<file path="src/rtl/cic3_comp_pkg.sv">
// Shared widths, droop-compensation coefficients and FSM states for the
// CIC3 compensation FIR decimator.
package cic3_comp_pkg;

  localparam int DATA_WIDTH_DEF = 25;
  localparam int COEF_WIDTH_DEF = 16;
  localparam int NTAPS_DEF      = 16;
  localparam int DECIM_DEF      = 2;
  localparam int ACC_WIDTH_DEF  = 45;

  // Symmetric Q1.15 taps summing to 32768, so a constant input passes at unity gain.
  localparam logic signed [COEF_WIDTH_DEF-1:0] COEFS [NTAPS_DEF] = '{
    -16'sd60,   16'sd110,   16'sd220,  -16'sd380,
    -16'sd640,  16'sd1100,  16'sd3400,  16'sd12634,
     16'sd12634, 16'sd3400, 16'sd1100, -16'sd640,
    -16'sd380,  16'sd220,   16'sd110,  -16'sd60
  };

  typedef enum logic [1:0] {
    IDLE,
    MAC,
    ROUND
  } state_e;

endpackage

</file>
<file path="src/rtl/cic3_comp_sample_buf.sv">
// Circular sample history: one write port that advances its own pointer,
// one combinational read port addressed by the MAC sequencer.
module cic3_comp_sample_buf
  import cic3_comp_pkg::*;
#(
  parameter int DATA_WIDTH = DATA_WIDTH_DEF,
  parameter int NTAPS      = NTAPS_DEF,
  parameter int ADDR_WIDTH = $clog2(NTAPS)
) (
  input  logic                  clk,
  input  logic                  reset_n,
  input  logic                  wr_en_i,
  input  logic [DATA_WIDTH-1:0] wr_data_i,
  input  logic [ADDR_WIDTH-1:0] rd_addr_i,
  output logic [DATA_WIDTH-1:0] rd_data_o,
  output logic [ADDR_WIDTH-1:0] wr_ptr_o
);

  logic [DATA_WIDTH-1:0] mem_q [NTAPS];
  logic [ADDR_WIDTH-1:0] wr_ptr_q;

  always_ff @(posedge clk or negedge reset_n) begin
    if (!reset_n) begin
      for (int i = 0; i < NTAPS; i++) mem_q[i] <= '0;
      wr_ptr_q <= '0;
    end else if (wr_en_i) begin
      mem_q[wr_ptr_q] <= wr_data_i;
      wr_ptr_q        <= wr_ptr_q + ADDR_WIDTH'(1);
    end
  end

  assign rd_data_o = mem_q[rd_addr_i];
  assign wr_ptr_o  = wr_ptr_q;

endmodule

</file>
<file path="src/rtl/cic3_comp_fir.sv">
// Droop-compensating FIR decimator behind the CIC3: one shared MAC walks the
// taps one per clock, then rounds and saturates into a registered output.
module cic3_comp_fir
  import cic3_comp_pkg::*;
#(
  parameter int DATA_WIDTH = DATA_WIDTH_DEF,
  parameter int COEF_WIDTH = COEF_WIDTH_DEF,
  parameter int NTAPS      = NTAPS_DEF,
  parameter int DECIM      = DECIM_DEF,
  parameter int ACC_WIDTH  = ACC_WIDTH_DEF
) (
  input  logic                  clk,
  input  logic                  reset_n,
  input  logic                  enable,
  input  logic [DATA_WIDTH-1:0] din,
  input  logic                  din_valid,
  output logic [DATA_WIDTH-1:0] dout,
  output logic                  dout_valid,
  output logic                  busy,
  output logic                  overrun,
  input  logic                  overrun_clr
);

  localparam int AW         = $clog2(NTAPS);
  localparam int PW         = (DECIM > 1) ? $clog2(DECIM) : 1;
  localparam int PROD_WIDTH = DATA_WIDTH + COEF_WIDTH;
  localparam logic [PW-1:0] LAST_PHASE = PW'(DECIM - 1);
  localparam logic [AW-1:0] LAST_TAP   = AW'(NTAPS - 1);
  localparam logic signed [ACC_WIDTH-1:0] ROUND_BIAS = ACC_WIDTH'(1) <<< (COEF_WIDTH - 2);
  localparam logic signed [ACC_WIDTH-1:0] SAT_MAX =
    {{(ACC_WIDTH-DATA_WIDTH+1){1'b0}}, {(DATA_WIDTH-1){1'b1}}};
  localparam logic signed [ACC_WIDTH-1:0] SAT_MIN =
    {{(ACC_WIDTH-DATA_WIDTH+1){1'b1}}, {(DATA_WIDTH-1){1'b0}}};

  state_e                         state_q, state_d;
  logic [AW-1:0]                  tap_q, tap_d;
  logic [AW-1:0]                  base_q, base_d;
  logic [PW-1:0]                  phase_q, phase_d;
  logic                           hold_full_q, hold_full_d;
  logic [DATA_WIDTH-1:0]          hold_q, hold_d;
  logic signed [ACC_WIDTH-1:0]    acc_q, acc_d;
  logic signed [DATA_WIDTH-1:0]   dout_q, dout_d;
  logic                           dout_valid_q, dout_valid_d;
  logic                           overrun_q, overrun_d;

  logic                           wr_en;
  logic [DATA_WIDTH-1:0]          wr_data;
  logic [AW-1:0]                  wr_ptr;
  logic signed [DATA_WIDTH-1:0]   rd_data;
  logic signed [COEF_WIDTH-1:0]   coef_k;
  logic signed [PROD_WIDTH-1:0]   prod;
  logic signed [ACC_WIDTH-1:0]    rnd;
  logic signed [ACC_WIDTH-1:0]    shifted;
  logic signed [DATA_WIDTH-1:0]   y_sat;

  cic3_comp_sample_buf #(
    .DATA_WIDTH (DATA_WIDTH),
    .NTAPS      (NTAPS),
    .ADDR_WIDTH (AW)
  ) u_buf (
    .clk       (clk),
    .reset_n   (reset_n),
    .wr_en_i   (wr_en),
    .wr_data_i (wr_data),
    .rd_addr_i (base_q - tap_q),
    .rd_data_o (rd_data),
    .wr_ptr_o  (wr_ptr)
  );

  assign coef_k = COEFS[tap_q];
  assign prod   = PROD_WIDTH'(coef_k) * PROD_WIDTH'(rd_data);

  // Round half-up at the Q1.15 point, then clamp instead of wrapping.
  always_comb begin
    rnd     = acc_q + ROUND_BIAS;
    shifted = rnd >>> (COEF_WIDTH - 1);
    if (shifted > SAT_MAX)      y_sat = SAT_MAX[DATA_WIDTH-1:0];
    else if (shifted < SAT_MIN) y_sat = SAT_MIN[DATA_WIDTH-1:0];
    else                        y_sat = shifted[DATA_WIDTH-1:0];
  end

  always_comb begin
    state_d      = state_q;
    tap_d        = tap_q;
    base_d       = base_q;
    phase_d      = phase_q;
    hold_full_d  = hold_full_q;
    hold_d       = hold_q;
    acc_d        = acc_q;
    dout_d       = dout_q;
    dout_valid_d = 1'b0;
    overrun_d    = overrun_q;
    wr_en        = 1'b0;
    wr_data      = din;

    if (overrun_clr) overrun_d = 1'b0;

    if (!enable) begin
      state_d     = IDLE;
      phase_d     = '0;
      hold_full_d = 1'b0;
    end else begin
      // A parked sample has priority over a fresh one; the fresh one takes its slot.
      if (state_q == IDLE) begin
        if (hold_full_q) begin
          wr_en       = 1'b1;
          wr_data     = hold_q;
          hold_full_d = din_valid;
          if (din_valid) hold_d = din;
        end else if (din_valid) begin
          wr_en = 1'b1;
        end
      end else if (din_valid) begin
        if (hold_full_q) begin
          overrun_d = 1'b1;
        end else begin
          hold_full_d = 1'b1;
          hold_d      = din;
        end
      end

      if (wr_en) begin
        phase_d = (phase_q == LAST_PHASE) ? '0 : phase_q + PW'(1);
        if (phase_q == LAST_PHASE) begin
          state_d = MAC;
          base_d  = wr_ptr;
          tap_d   = '0;
          acc_d   = '0;
        end
      end

      case (state_q)
        MAC: begin
          acc_d = acc_q + ACC_WIDTH'(prod);
          tap_d = tap_q + AW'(1);
          if (tap_q == LAST_TAP) state_d = ROUND;
        end
        ROUND: begin
          dout_d       = y_sat;
          dout_valid_d = 1'b1;
          state_d      = IDLE;
        end
        default: ;
      endcase
    end
  end

  always_ff @(posedge clk or negedge reset_n) begin
    if (!reset_n) begin
      state_q      <= IDLE;
      tap_q        <= '0;
      base_q       <= '0;
      phase_q      <= '0;
      hold_full_q  <= 1'b0;
      hold_q       <= '0;
      acc_q        <= '0;
      dout_q       <= '0;
      dout_valid_q <= 1'b0;
      overrun_q    <= 1'b0;
    end else begin
      state_q      <= state_d;
      tap_q        <= tap_d;
      base_q       <= base_d;
      phase_q      <= phase_d;
      hold_full_q  <= hold_full_d;
      hold_q       <= hold_d;
      acc_q        <= acc_d;
      dout_q       <= dout_d;
      dout_valid_q <= dout_valid_d;
      overrun_q    <= overrun_d;
    end
  end

  assign dout       = dout_q;
  assign dout_valid = dout_valid_q;
  assign busy       = (state_q != IDLE) || dout_valid_q;
  assign overrun    = overrun_q;

endmodule

</file>
<file path="config.mk">
export PLATFORM = sky130hd
export DESIGN_NAME = cic3_comp_fir
export DESIGN_NICKNAME = d
export VERILOG_FILES = /design/src/rtl/cic3_comp_pkg.sv /design/src/rtl/cic3_comp_sample_buf.sv /design/src/rtl/cic3_comp_fir.sv
export SDC_FILE = /design/constraint.sdc
export NUM_CORES = 2
export LEC_CHECK = 0
export BUFFER_PORTS_ARGS = -buffer_cell sky130_fd_sc_hd__buf_2
export CAP_MARGIN = 20
export CORE_MARGIN = 1
export CORE_UTILIZATION = 45
export CTS_BUF_LIST = sky130_fd_sc_hd__clkbuf_4
export DETAILED_ROUTE_END_ITERATION = 6
export PLACE_DENSITY_LB_ADDON = 0.25
export SLEW_MARGIN = 20
export SYNTH_ARGS = -nofsm -noshare
export SYNTH_HDL_FRONTEND = slang
export SYNTH_SLANG_ARGS = --single-unit
</file>
<file path="constraint.sdc">
create_clock -name clk -period 8.4 [get_ports clk]
set_clock_uncertainty 0.1 [all_clocks]
set_input_delay 0.42 -clock clk [delete_from_list [all_inputs] [get_ports clk]]
set_output_delay 0.42 -clock clk [all_outputs]
set_load 0.02 [all_outputs]
</file>
==> impl_results.md <==
* Tcrit/Tclk final at 0.997
* Clk_lat worst skew at 1000 ps
* RR Startpoint: base_q[0]
* Yosys cell types at 76
* Drt total wl at around 100 mm
* Cell Area, Synth at approximately 38,000 um2
* Max_cap viols at 0
* PortBufs at between 50 and 60
* Fin. Hold Viols at 0
* Syn. warnings at 0
* DRC violations left at 0
* Clock slew at reported path FFs at around 70 ps
* Post-route setup TNS at 0 ps
* Avg WL per Cell at approximately 18 um
* Max H-tree Level at 4
* Endpoints failing setup at 0
* Fin nets at just under 5,000
* Initial antenna violation count at 6
* Max Freq at 0.119 GHz
* Die ar. at around 86,000 um2
* Critical path class: reg -> reg
* Main flop type after synthesis: dfrtp_1
* All-Layer GR Usage at 0.244
* Crit path capture type: register
* Placed insts at 5,145
* Critical path's most frequent cell: fa_1
* Antenna Nets Post-Route at 0
* Synth Area per Inst at between 9 and 10 um2
* Pre-CTS WS at -444 ps
* Register area share after synthesis at 0.335
* CTS Buf Count at roughly 140
* Syn nets at 4,459
* First-pass GRT wire length at roughly 160 mm
* Total iterations of the first detailed-routing run at 5
* RSZ-0062 raised after global routing: yes
* Crit Path Max Fanout at 4
* Die height at 294 um
* Non-filler cells, final at ~5,500
* Slowest-stage cell, CP: fa_4
* Source of the worst hold timing path: din[6]
* Max clock buf depth at 3
* Final core utilization at 0.545
* Critical Path Source Type: register
* Core Rows at approximately 110
* Post-Syn Instances at a little under 4,000
* Arrival time worst endpoint at about 9000 ps
* Std-Cell Core Area at between 80,000 and 90,000 um2
* Outcome: completed
* Req. time, crit path at 9190 ps
* DP HPWL at 69.9 mm
* Vias in the first global route at between 20,000 and 30,000
* Max-slew violation total from the final report at 0
* Largest stage delay, worst path at 850 ps
* Relative slew slack at 0.258
* CTS tree: built
* Slew at the pin closest to its max-slew limit at 1080 ps
* Min-delay worst type: in -> reg
* Share of post-route cells with drive strength above 1 at 0.239
* GRT overflow at 0
* Root Buffer: clkbuf_4
* Crit path time final at between 8000 and 9000 ps
* Worst setup margin at 24.2 ps
* Final GP Congestion at around 0.9
* Maximum number of pins on one net before global-route repair at 129
* Synthesized flop and latch total at between 500 and 600
* Number of enable flip-flop cells after synthesis at 0
* Io pins at 58
* DRT iter0 DRCs at approximately 1,600
* Critical Path Source: base_q[0]
* Async SR Flop Fraction at 1.00
* DIE WIDTH at between 200 and 300 um
* Leading cell type in the layout, fill and taps excluded: nand2_1
* Vias at around 28,000
* Starting Density at 0.456
* Most frequent cells in the layout: nand2_1 (696), inv_1 (536), dfrtp_1 (512), o21ai_0 (447), fa_1 (380)
* Area growth syn-to-layout at 19.7%
* Vias per cell at 5.18
* Clk sinks at 512
timing repair:
item                                    in CTS  in global routing
pin swaps                                   83                 79
buffers inserted                            46                 26
endpoints found under the setup margin      22                 23
gates cloned                                 6                  0
hold buffers                                34                  0
resized for setup                          161                109
endpoints found under the hold margin      506                  0
Yosys cell counts (all sizes together), types with 24 or more instances:
master	number	area (um2)
mux2	44	495
buf	46	245
fa	408	8170
nand2	708	2660
clkbuf	192	731
nor2	125	472
o21ai	477	2390
inv	555	2080
a221o	24	245
xnor2	47	412
mux4	100	2250
ha	137	1710
mux2i	53	531
a21o	26	195
and2	63	394
nand2b	38	238
a21oi	59	295
dfrtp	512	12800
nand3	46	243
metrics by stage:
stage | hold WS, ps | instance area [um2]
after floorplan | 24.4 | 38300
after global placement | 356 | 41700
after detailed placement | 365 | 41700
after CTS | 3.83 | 45200
after global routing | 73.8 | 45800
final | 127 | 45800
critical path, delay by kind of cell, from the launching register on:
family	cells	cell delay, ps
adder cells (fa/ha/maj)	9	4280
AND/OR/NAND/NOR	8	1100
flip-flops	1	390
AO/OA/AOI/OAI	3	330
multiplexers	2	750
buffers and inverters	14	1300
worst paths after layout:
| kind | to | cells after the start | slack, ps |
|---|---|---|---|
| min reg2reg | u_buf.mem_q[10] | 2 | 370 |
| max reg2reg | acc_q[37] | 36 | 20 |
| min in group asynchronous | u_buf.mem_q[104] | 3 | 360 |
| min | hold_q[6] | 3 | 130 |
| max in group asynchronous | u_buf.mem_q[295] | 4 | 6560 |
| max | acc_q[37] | 36 | 20 |
metal layers:
metal | vias up | share of wire | global-route usage
met5 | - | 0.00041 | 0
met4 | 6 | 0.025 | 0.0789
met3 | 178 | 0.058 | 0.0461
li1 | 13400 | - | -
met2 | 715 | 0.46 | 0.387
met1 | 14200 | 0.46 | 0.338
kinds of logic (layout without fill, tap and decap cells):
| kind of cell | after synthesis | after routing | synth area share |
|---|---|---|---|
| buf+inv | 793 | 1267 | 0.0800 |
| flops | 512 | 512 | 0.335 |
| other cells | 0 | 4 | 0 |
| fa+ha+maj | 545 | 545 | 0.258 |
| compound gates | 693 | 693 | 0.104 |
| xor+xnor | 64 | 64 | 0.0147 |
| simple gates | 1080 | 1080 | 0.123 |
| mux | 197 | 197 | 0.0857 |
state kept, by name (all words and copies together), names as in the netlist:
register / cells
overrun: 1
u_buf.wr_ptr_o: 4
dout: 25
state_q: 2
u_buf.mem_q: 400
hold_full_q: 1
tap_q: 4
hold_q: 25
phase_q: 1
base_q: 4
acc_q: 44
dout_valid: 1
final cells by class:
class	count	area (um2)
flip-flops and latches	512	12800
inverters	555	2090
clock buffers	208	1560
repair buffers	471	4090
diodes	4	10.0
fillers	7456	38200
multi-input cells	2579	23600
clock inverters	33	205
well taps	1134	1420
Power is not shown: default switching activity piles up to over one toggle a cycle in this logic, so the estimate is an artifact.
